===== src/rtl/sprite_pkg.sv =====
// Shared types and constants for the sprite motion slice.
// Optional build macro used by sprite_motion_ctrl: SPRITE_MOTION_STEP_EN.
package sprite_pkg;

  // Default signed width of coordinates and velocities.
  localparam int SPR_COORD_W = 16;

  // Screen size in sprite-grid units (exclusive upper bounds).
  localparam int SPR_GRID_W = 200;
  localparam int SPR_GRID_H = 150;

  // Per-frame motion sequencer.
  typedef enum logic [1:0] {
    IDLE   = 2'd0,
    CALC   = 2'd1,
    COMMIT = 2'd2
  } motion_state_t;

endpackage


===== src/rtl/axis_bounce.sv =====
// Combinational single-axis step: next = coord + vel, clamped to
// [0, MAX-1] with the velocity reflected whenever a wall is crossed.
module axis_bounce #(
  parameter int COORD_W = 16,
  parameter int MAX     = 200
) (
  input  logic signed [COORD_W-1:0] coord,
  input  logic signed [COORD_W-1:0] vel,
  output logic signed [COORD_W-1:0] new_coord,
  output logic signed [COORD_W-1:0] new_vel,
  output logic                      bounce
);

  localparam logic signed [COORD_W:0]   MAX_S = (COORD_W+1)'(MAX);
  localparam logic signed [COORD_W-1:0] TOP   = COORD_W'(MAX - 1);

  // One extra bit so coord + vel can never wrap.
  logic signed [COORD_W:0] next;

  // Sum, then clamp and reflect against the low and high walls.
  always_comb begin
    // NOTE: every output gets a default first so no path can infer a latch.
    next      = {coord[COORD_W-1], coord} + {vel[COORD_W-1], vel};
    new_coord = next[COORD_W-1:0];
    new_vel   = vel;
    bounce    = 1'b0;
    // A stationary axis never bounces, even if it sits out of range.
    if (vel != '0) begin
      if (next >= MAX_S) begin
        new_coord = TOP;
        new_vel   = -vel;
        bounce    = 1'b1;
      end else if (next[COORD_W]) begin
        new_coord = '0;
        new_vel   = -vel;
        bounce    = 1'b1;
      end
    end
  end

endmodule


===== src/rtl/sprite_motion_ctrl.sv =====
// Sprite position/velocity owner. Advances motion once per rising vsync
// edge (detected in the pixel-clock domain) and publishes the new (x, y)
// pair, velocities and bounce flags in a single commit cycle.
// Optional build macro: SPRITE_MOTION_STEP_EN adds i_step single-frame
// stepping while i_enable is low.
module sprite_motion_ctrl
  import sprite_pkg::*;
#(
  parameter int COORD_W = SPR_COORD_W,
  parameter int X_MAX   = SPR_GRID_W,
  parameter int Y_MAX   = SPR_GRID_H,
  parameter int INIT_X  = 0,
  parameter int INIT_Y  = 0,
  parameter int INIT_VX = 3,
  parameter int INIT_VY = 2
) (
  input  logic                      i_pix_clk,
  input  logic                      i_reset,
  input  logic                      i_vert_sync,
  input  logic                      i_enable,
  input  logic                      i_vel_load,
  input  logic signed [COORD_W-1:0] i_vel_x,
  input  logic signed [COORD_W-1:0] i_vel_y,
`ifdef SPRITE_MOTION_STEP_EN
  input  logic                      i_step,
`endif
  output logic signed [COORD_W-1:0] o_x_coord,
  output logic signed [COORD_W-1:0] o_y_coord,
  output logic signed [COORD_W-1:0] o_vel_x,
  output logic signed [COORD_W-1:0] o_vel_y,
  output logic                      o_frame_tick,
  output logic                      o_bounce_x,
  output logic                      o_bounce_y,
  output logic                      o_busy
);

  motion_state_t state, state_nxt;

  logic                      vs_q;
  logic                      vs_edge;
  logic                      go;
  logic signed [COORD_W-1:0] x_q, y_q, vx_q, vy_q;
  logic                      bx_q, by_q;
  logic                      pend_valid;
  logic signed [COORD_W-1:0] pend_vx, pend_vy;
  logic signed [COORD_W-1:0] nx, ny, nvx, nvy;
  logic                      bx_nxt, by_nxt;

  assign vs_edge = i_vert_sync & ~vs_q;

`ifdef SPRITE_MOTION_STEP_EN
  logic step_armed;

  assign go = vs_edge & (i_enable | step_armed);

  // One-shot: armed by i_step while frozen, spent by the next frame taken.
  always_ff @(posedge i_pix_clk or posedge i_reset) begin
    if (i_reset) begin
      step_armed <= 1'b0;
    end else if (i_enable) begin
      step_armed <= 1'b0;
    end else if (state == IDLE && go) begin
      step_armed <= 1'b0;
    end else if (i_step) begin
      step_armed <= 1'b1;
    end
  end
`else
  assign go = vs_edge & i_enable;
`endif

  // Vsync history; reset high so a vsync already high at release is no edge.
  always_ff @(posedge i_pix_clk or posedge i_reset) begin
    // NOTE: sequential state uses non-blocking assignments only.
    if (i_reset) vs_q <= 1'b1;
    else         vs_q <= i_vert_sync;
  end

  // FSM state register.
  always_ff @(posedge i_pix_clk or posedge i_reset) begin
    if (i_reset) state <= IDLE;
    else         state <= state_nxt;
  end

  // FSM next state; edges seen while busy are dropped.
  always_comb begin
    state_nxt = state;
    case (state)
      IDLE:    if (go) state_nxt = CALC;
      CALC:    state_nxt = COMMIT;
      COMMIT:  state_nxt = IDLE;
      default: state_nxt = IDLE;
    endcase
  end

  // FSM outputs.
  always_comb begin
    o_busy       = (state != IDLE);
    o_frame_tick = (state == COMMIT);
  end

  axis_bounce #(.COORD_W(COORD_W), .MAX(X_MAX)) u_axis_x (
    .coord     (x_q),
    .vel       (vx_q),
    .new_coord (nx),
    .new_vel   (nvx),
    .bounce    (bx_nxt)
  );

  axis_bounce #(.COORD_W(COORD_W), .MAX(Y_MAX)) u_axis_y (
    .coord     (y_q),
    .vel       (vy_q),
    .new_coord (ny),
    .new_vel   (nvy),
    .bounce    (by_nxt)
  );

  // Motion registers: idle loads, all-at-once commit, late-load apply.
  always_ff @(posedge i_pix_clk or posedge i_reset) begin
    if (i_reset) begin
      x_q        <= COORD_W'(INIT_X);
      y_q        <= COORD_W'(INIT_Y);
      vx_q       <= COORD_W'(INIT_VX);
      vy_q       <= COORD_W'(INIT_VY);
      bx_q       <= 1'b0;
      by_q       <= 1'b0;
      pend_valid <= 1'b0;
      pend_vx    <= '0;
      pend_vy    <= '0;
    end else begin
      case (state)
        IDLE: begin
          // A load coinciding with the edge lands before CALC reads it.
          if (i_vel_load) begin
            vx_q <= i_vel_x;
            vy_q <= i_vel_y;
          end
        end
        CALC: begin
          // Coordinates, velocities and flags become visible together.
          x_q  <= nx;
          y_q  <= ny;
          vx_q <= nvx;
          vy_q <= nvy;
          bx_q <= bx_nxt;
          by_q <= by_nxt;
          if (i_vel_load) begin
            pend_valid <= 1'b1;
            pend_vx    <= i_vel_x;
            pend_vy    <= i_vel_y;
          end
        end
        COMMIT: begin
          // A load held from CALC (or arriving now) beats the reflection.
          if (i_vel_load) begin
            vx_q <= i_vel_x;
            vy_q <= i_vel_y;
          end else if (pend_valid) begin
            vx_q <= pend_vx;
            vy_q <= pend_vy;
          end
          pend_valid <= 1'b0;
        end
        default: ;
      endcase
    end
  end

  assign o_x_coord  = x_q;
  assign o_y_coord  = y_q;
  assign o_vel_x    = vx_q;
  assign o_vel_y    = vy_q;
  assign o_bounce_x = bx_q;
  assign o_bounce_y = by_q;

endmodule


===== config.mk =====
export PLATFORM = sky130hd
export DESIGN_NAME = sprite_motion_ctrl
export DESIGN_NICKNAME = d
export VERILOG_FILES = /design/src/rtl/sprite_pkg.sv /design/src/rtl/axis_bounce.sv /design/src/rtl/sprite_motion_ctrl.sv
export SDC_FILE = /design/constraint.sdc
export NUM_CORES = 1
export LEC_CHECK = 0
export CAP_MARGIN = 20
export CORE_UTILIZATION = 60
export CTS_CLUSTER_SIZE = 24
export DETAILED_ROUTE_END_ITERATION = 8
export PLACE_DENSITY = 0.95
export SETUP_SLACK_MARGIN = 0.2
export SLEW_MARGIN = 20
export SYNTH_ARGS = -nofsm -noshare
export SYNTH_HDL_FRONTEND = slang
export SYNTH_HIERARCHICAL = 1
export SYNTH_SLANG_ARGS = --single-unit

===== constraint.sdc =====
create_clock -name i_pix_clk -period 7.38 [get_ports i_pix_clk]
set_clock_uncertainty 0.05 [all_clocks]
set_input_delay 1.845 -clock i_pix_clk [delete_from_list [all_inputs] [get_ports i_pix_clk]]
set_output_delay 1.845 -clock i_pix_clk [all_outputs]
set_load 0.02 [all_outputs]

==> run summary <==
cell family contributing the most delay on the critical path - compound AO/OA/AOI/OAI gates
worst hold slack - 0.461 ns
DRT iter0 DRCs - 901
Max IR drop VDD - 0.425 mV
drt via density - 6.63
status - finished with violations
Post-synth top cells - 98 x dfrtp_1, 70 x mux2_2, 51 x inv_1
die area - 0.0125 sq mm
Final Slew Violations - 0
number of global-route vias before repair - 6388
GPL Wtd Cong - 0.966
Syn Nets - 808
total gr overflow - 0
CP Data Required Time - 7.55 ns
total wire length - 20.0 mm
CTS tree - done
crit path buf inv count - 0
Final HPWL DP - 14.2 mm
largest net degree at the start of global routing - 54
postcts setup bufs - 0
Seq/Total Area, Yosys - 35.4%
Max-cap violations - 0
PortBufs - 104
FMAX - 221 MHz
ys flop type - dfrtp_1
Seq cells post-synth - 102
WL/cell - 20.9 um
post-CTS sizing - 0
Power Dens Cells - 448 mW/mm^2
Max Buffers Root-to-Sink - 2
final worst path period share - 61.4%
asr flop ratio synth - 100%
crit path DAT - 4.70 ns
count leader, synth - dfrtp_1
leading cell types by total area after synthesis - dfrtp_1 34%, mux2_2 11%, ha_1 7.1%
# fillers - 822
Post-Syn Instances - 728
Slew @ Worst Pin - 0.849 ns
CP endpoint kind - flip-flop
CP Cell Sequence - ha_1, fa_1, a21o_1, a221oi_4, o22a_1, a211o_1, nand2_1, a2111oi_2, nand4b_1, o21ai_1, mux2_1, a222oi_1, mux2i_1
total number of vias - 6335
remaining routing DRC violations - 8
Yosys cell types - 71
Critical Path Slowest Stage Cell - nand4b_1
Final setup viols - 0
Max-slew headroom - 43.1%
Clock transition at path regs - 0.07 ns
antenna-violating nets left - 0
Slowest Stage Delay on Critical Path - 0.72 ns
core area - 0.0116 sq mm
Nets - 888
I/O pin cnt - 105
first-pass GRT wire length - 33.1 mm
All-Layer GR Usage - 33.5%
Core Util, Final - 74.1%
RSZ-0062 raised after global routing - false
Setup Crit Path Kind - flip-flop to flip-flop
Mapped Area - 0.00723 sq mm
Final Power - 0.00384 W
effective utilization at floorplan - 62.5%
CTS Buf Count - 9
Clk Latency, worst-skew pair - 0.35 ns
Mapped Avg Cell Area - 9.93 sq um
Startpoint Class - flip-flop
violated checks - DRC
cell leakage power - 3.75 nW
EDFF count, synth - 0
YS warnings - 6
Synth area leader - dfrtp_1
ratio of cells with drive above 1 in the final layout - 14.6%
Die Y - 112 um
Cells after DPL - 940
htree depth - 3
Die X - 112 um
Hold Crit Class - flip-flop to flip-flop
initial antenna violation count - 0
Synth top area share - 33.9%
clock root cell - clkbuf_16
total negative slack - 0 ns
Post-Layout Cell Count - 956
Final Hold Vio Count - 0
First-pass DRT Iterations - 9
min cycle time layout - 4.53 ns
Max Fanout on Critical Path - 20
Syn-to-layout area delta - 18.7%
n_diodes - 0
cts hold-fix bufs - 0
Sink Count - 102
num rows - 39
[state kept, by name, summed over array words and instances (netlist names)]
signal,count
o_y_coord,16
state,2
o_vel_y,16
o_bounce_x,1
o_vel_x,16
o_x_coord,16
pend_vy,16
vs_q,1
o_bounce_y,1
pend_vx,16
pend_valid,1
[per-stage QoR]
step / setup WS, ns / instance area (sq um)
global route: 2.54 / 8570
CTS: 2.92 / 8570
detailed placement: 2.96 / 8290
global placement: 3.07 / 8260
finish: 2.85 / 8570
floorplan: 2.82 / 7230
[logic make-up after synthesis]
logic type	count (synthesis)	share of synthesized area (%)
flops	102	35.4
simple gates	161	11.1
compound gates	177	18.4
mux	109	16.4
xor+xnor	42	5.09
fa+ha+maj	43	7.65
buf+inv	94	6.03
[layer usage]
layer,vias to the layer above,part of all wire [%],wire (um),global-route usage (%)
li1,2844,-,-,-
met1,3138,42,8440,45.8
met2,316,48,9570,53.2
met3,37,7.8,1560,5.23
met4,0,2.1,427,13.6
met5,-,0,0,0
[worst reg2reg max path: stages (launching register included)]
cell	delay, ns
dfrtp_1	0.43
ha_1	0.24
fa_1	0.41
a21o_1	0.22
a221oi_4	0.40
o22a_1	0.28
a211o_1	0.17
nand2_1	0.07
a2111oi_2	0.34
nand4b_1	0.72
o21ai_1	0.35
mux2_1	0.37
a222oi_1	0.24
mux2i_1	0.13
[cell usage in the layout (no fill, tap or decap), types with 12 or more instances in the layout]
| cell | synthesis | routed |
|---|---|---|
| inv_1 | 51 | 50 |
| xnor2_1 | 30 | 30 |
| o21ai_0 | 23 | 23 |
| nor3_1 | 17 | 17 |
| mux2_2 | 70 | 70 |
| mux2i_1 | 35 | 35 |
| a222oi_1 | 32 | 32 |
| dfrtp_1 | 98 | 98 |
| xor2_1 | 12 | 12 |
| nor2_1 | 42 | 41 |
| nand2_1 | 41 | 41 |
| clkdlybuf4s50_1 | 0 | 104 |
| ha_1 | 41 | 41 |
| a21oi_1 | 42 | 42 |
[path summary, 6_finish.rpt]
path                                  to  slack (ns)       start  cells past startpoint
min in group asynchronous       state[0]        1.88     i_reset                      2
min reg2reg                   pend_vy[3]        0.46  pend_vy[3]                      1
max reg2reg                  o_vel_y[11]        2.85  o_vel_y[0]                     13
max in group asynchronous  o_y_coord[13]        4.24     i_reset                      3
max                          o_vel_y[11]        2.85  o_vel_y[0]                     13
min                           pend_vy[3]        0.46  pend_vy[3]                      1
[power breakdown]
group	switching (W)	internal, W
combinational	0.00127	0.00104
clock	0.000215	0.000247
sequential	0.000280	0.000788
total	0.00176	0.00207
[final cells by class]
class / count / area, sq um / area share (%)
Clock buffer: 11 / 253 / 2.95
Clock inverter: 5 / 33.8 / 0.394
Inverter: 52 / 198 / 2.31
Multi-Input combinational cell: 532 / 4240 / 49.5
Sequential cell: 102 / 2560 / 29.8
Tap cell: 143 / 179 / 2.09
Timing Repair Buffer: 111 / 1110 / 13.0
No activity file was read; power rests on OpenSTA's default activity.
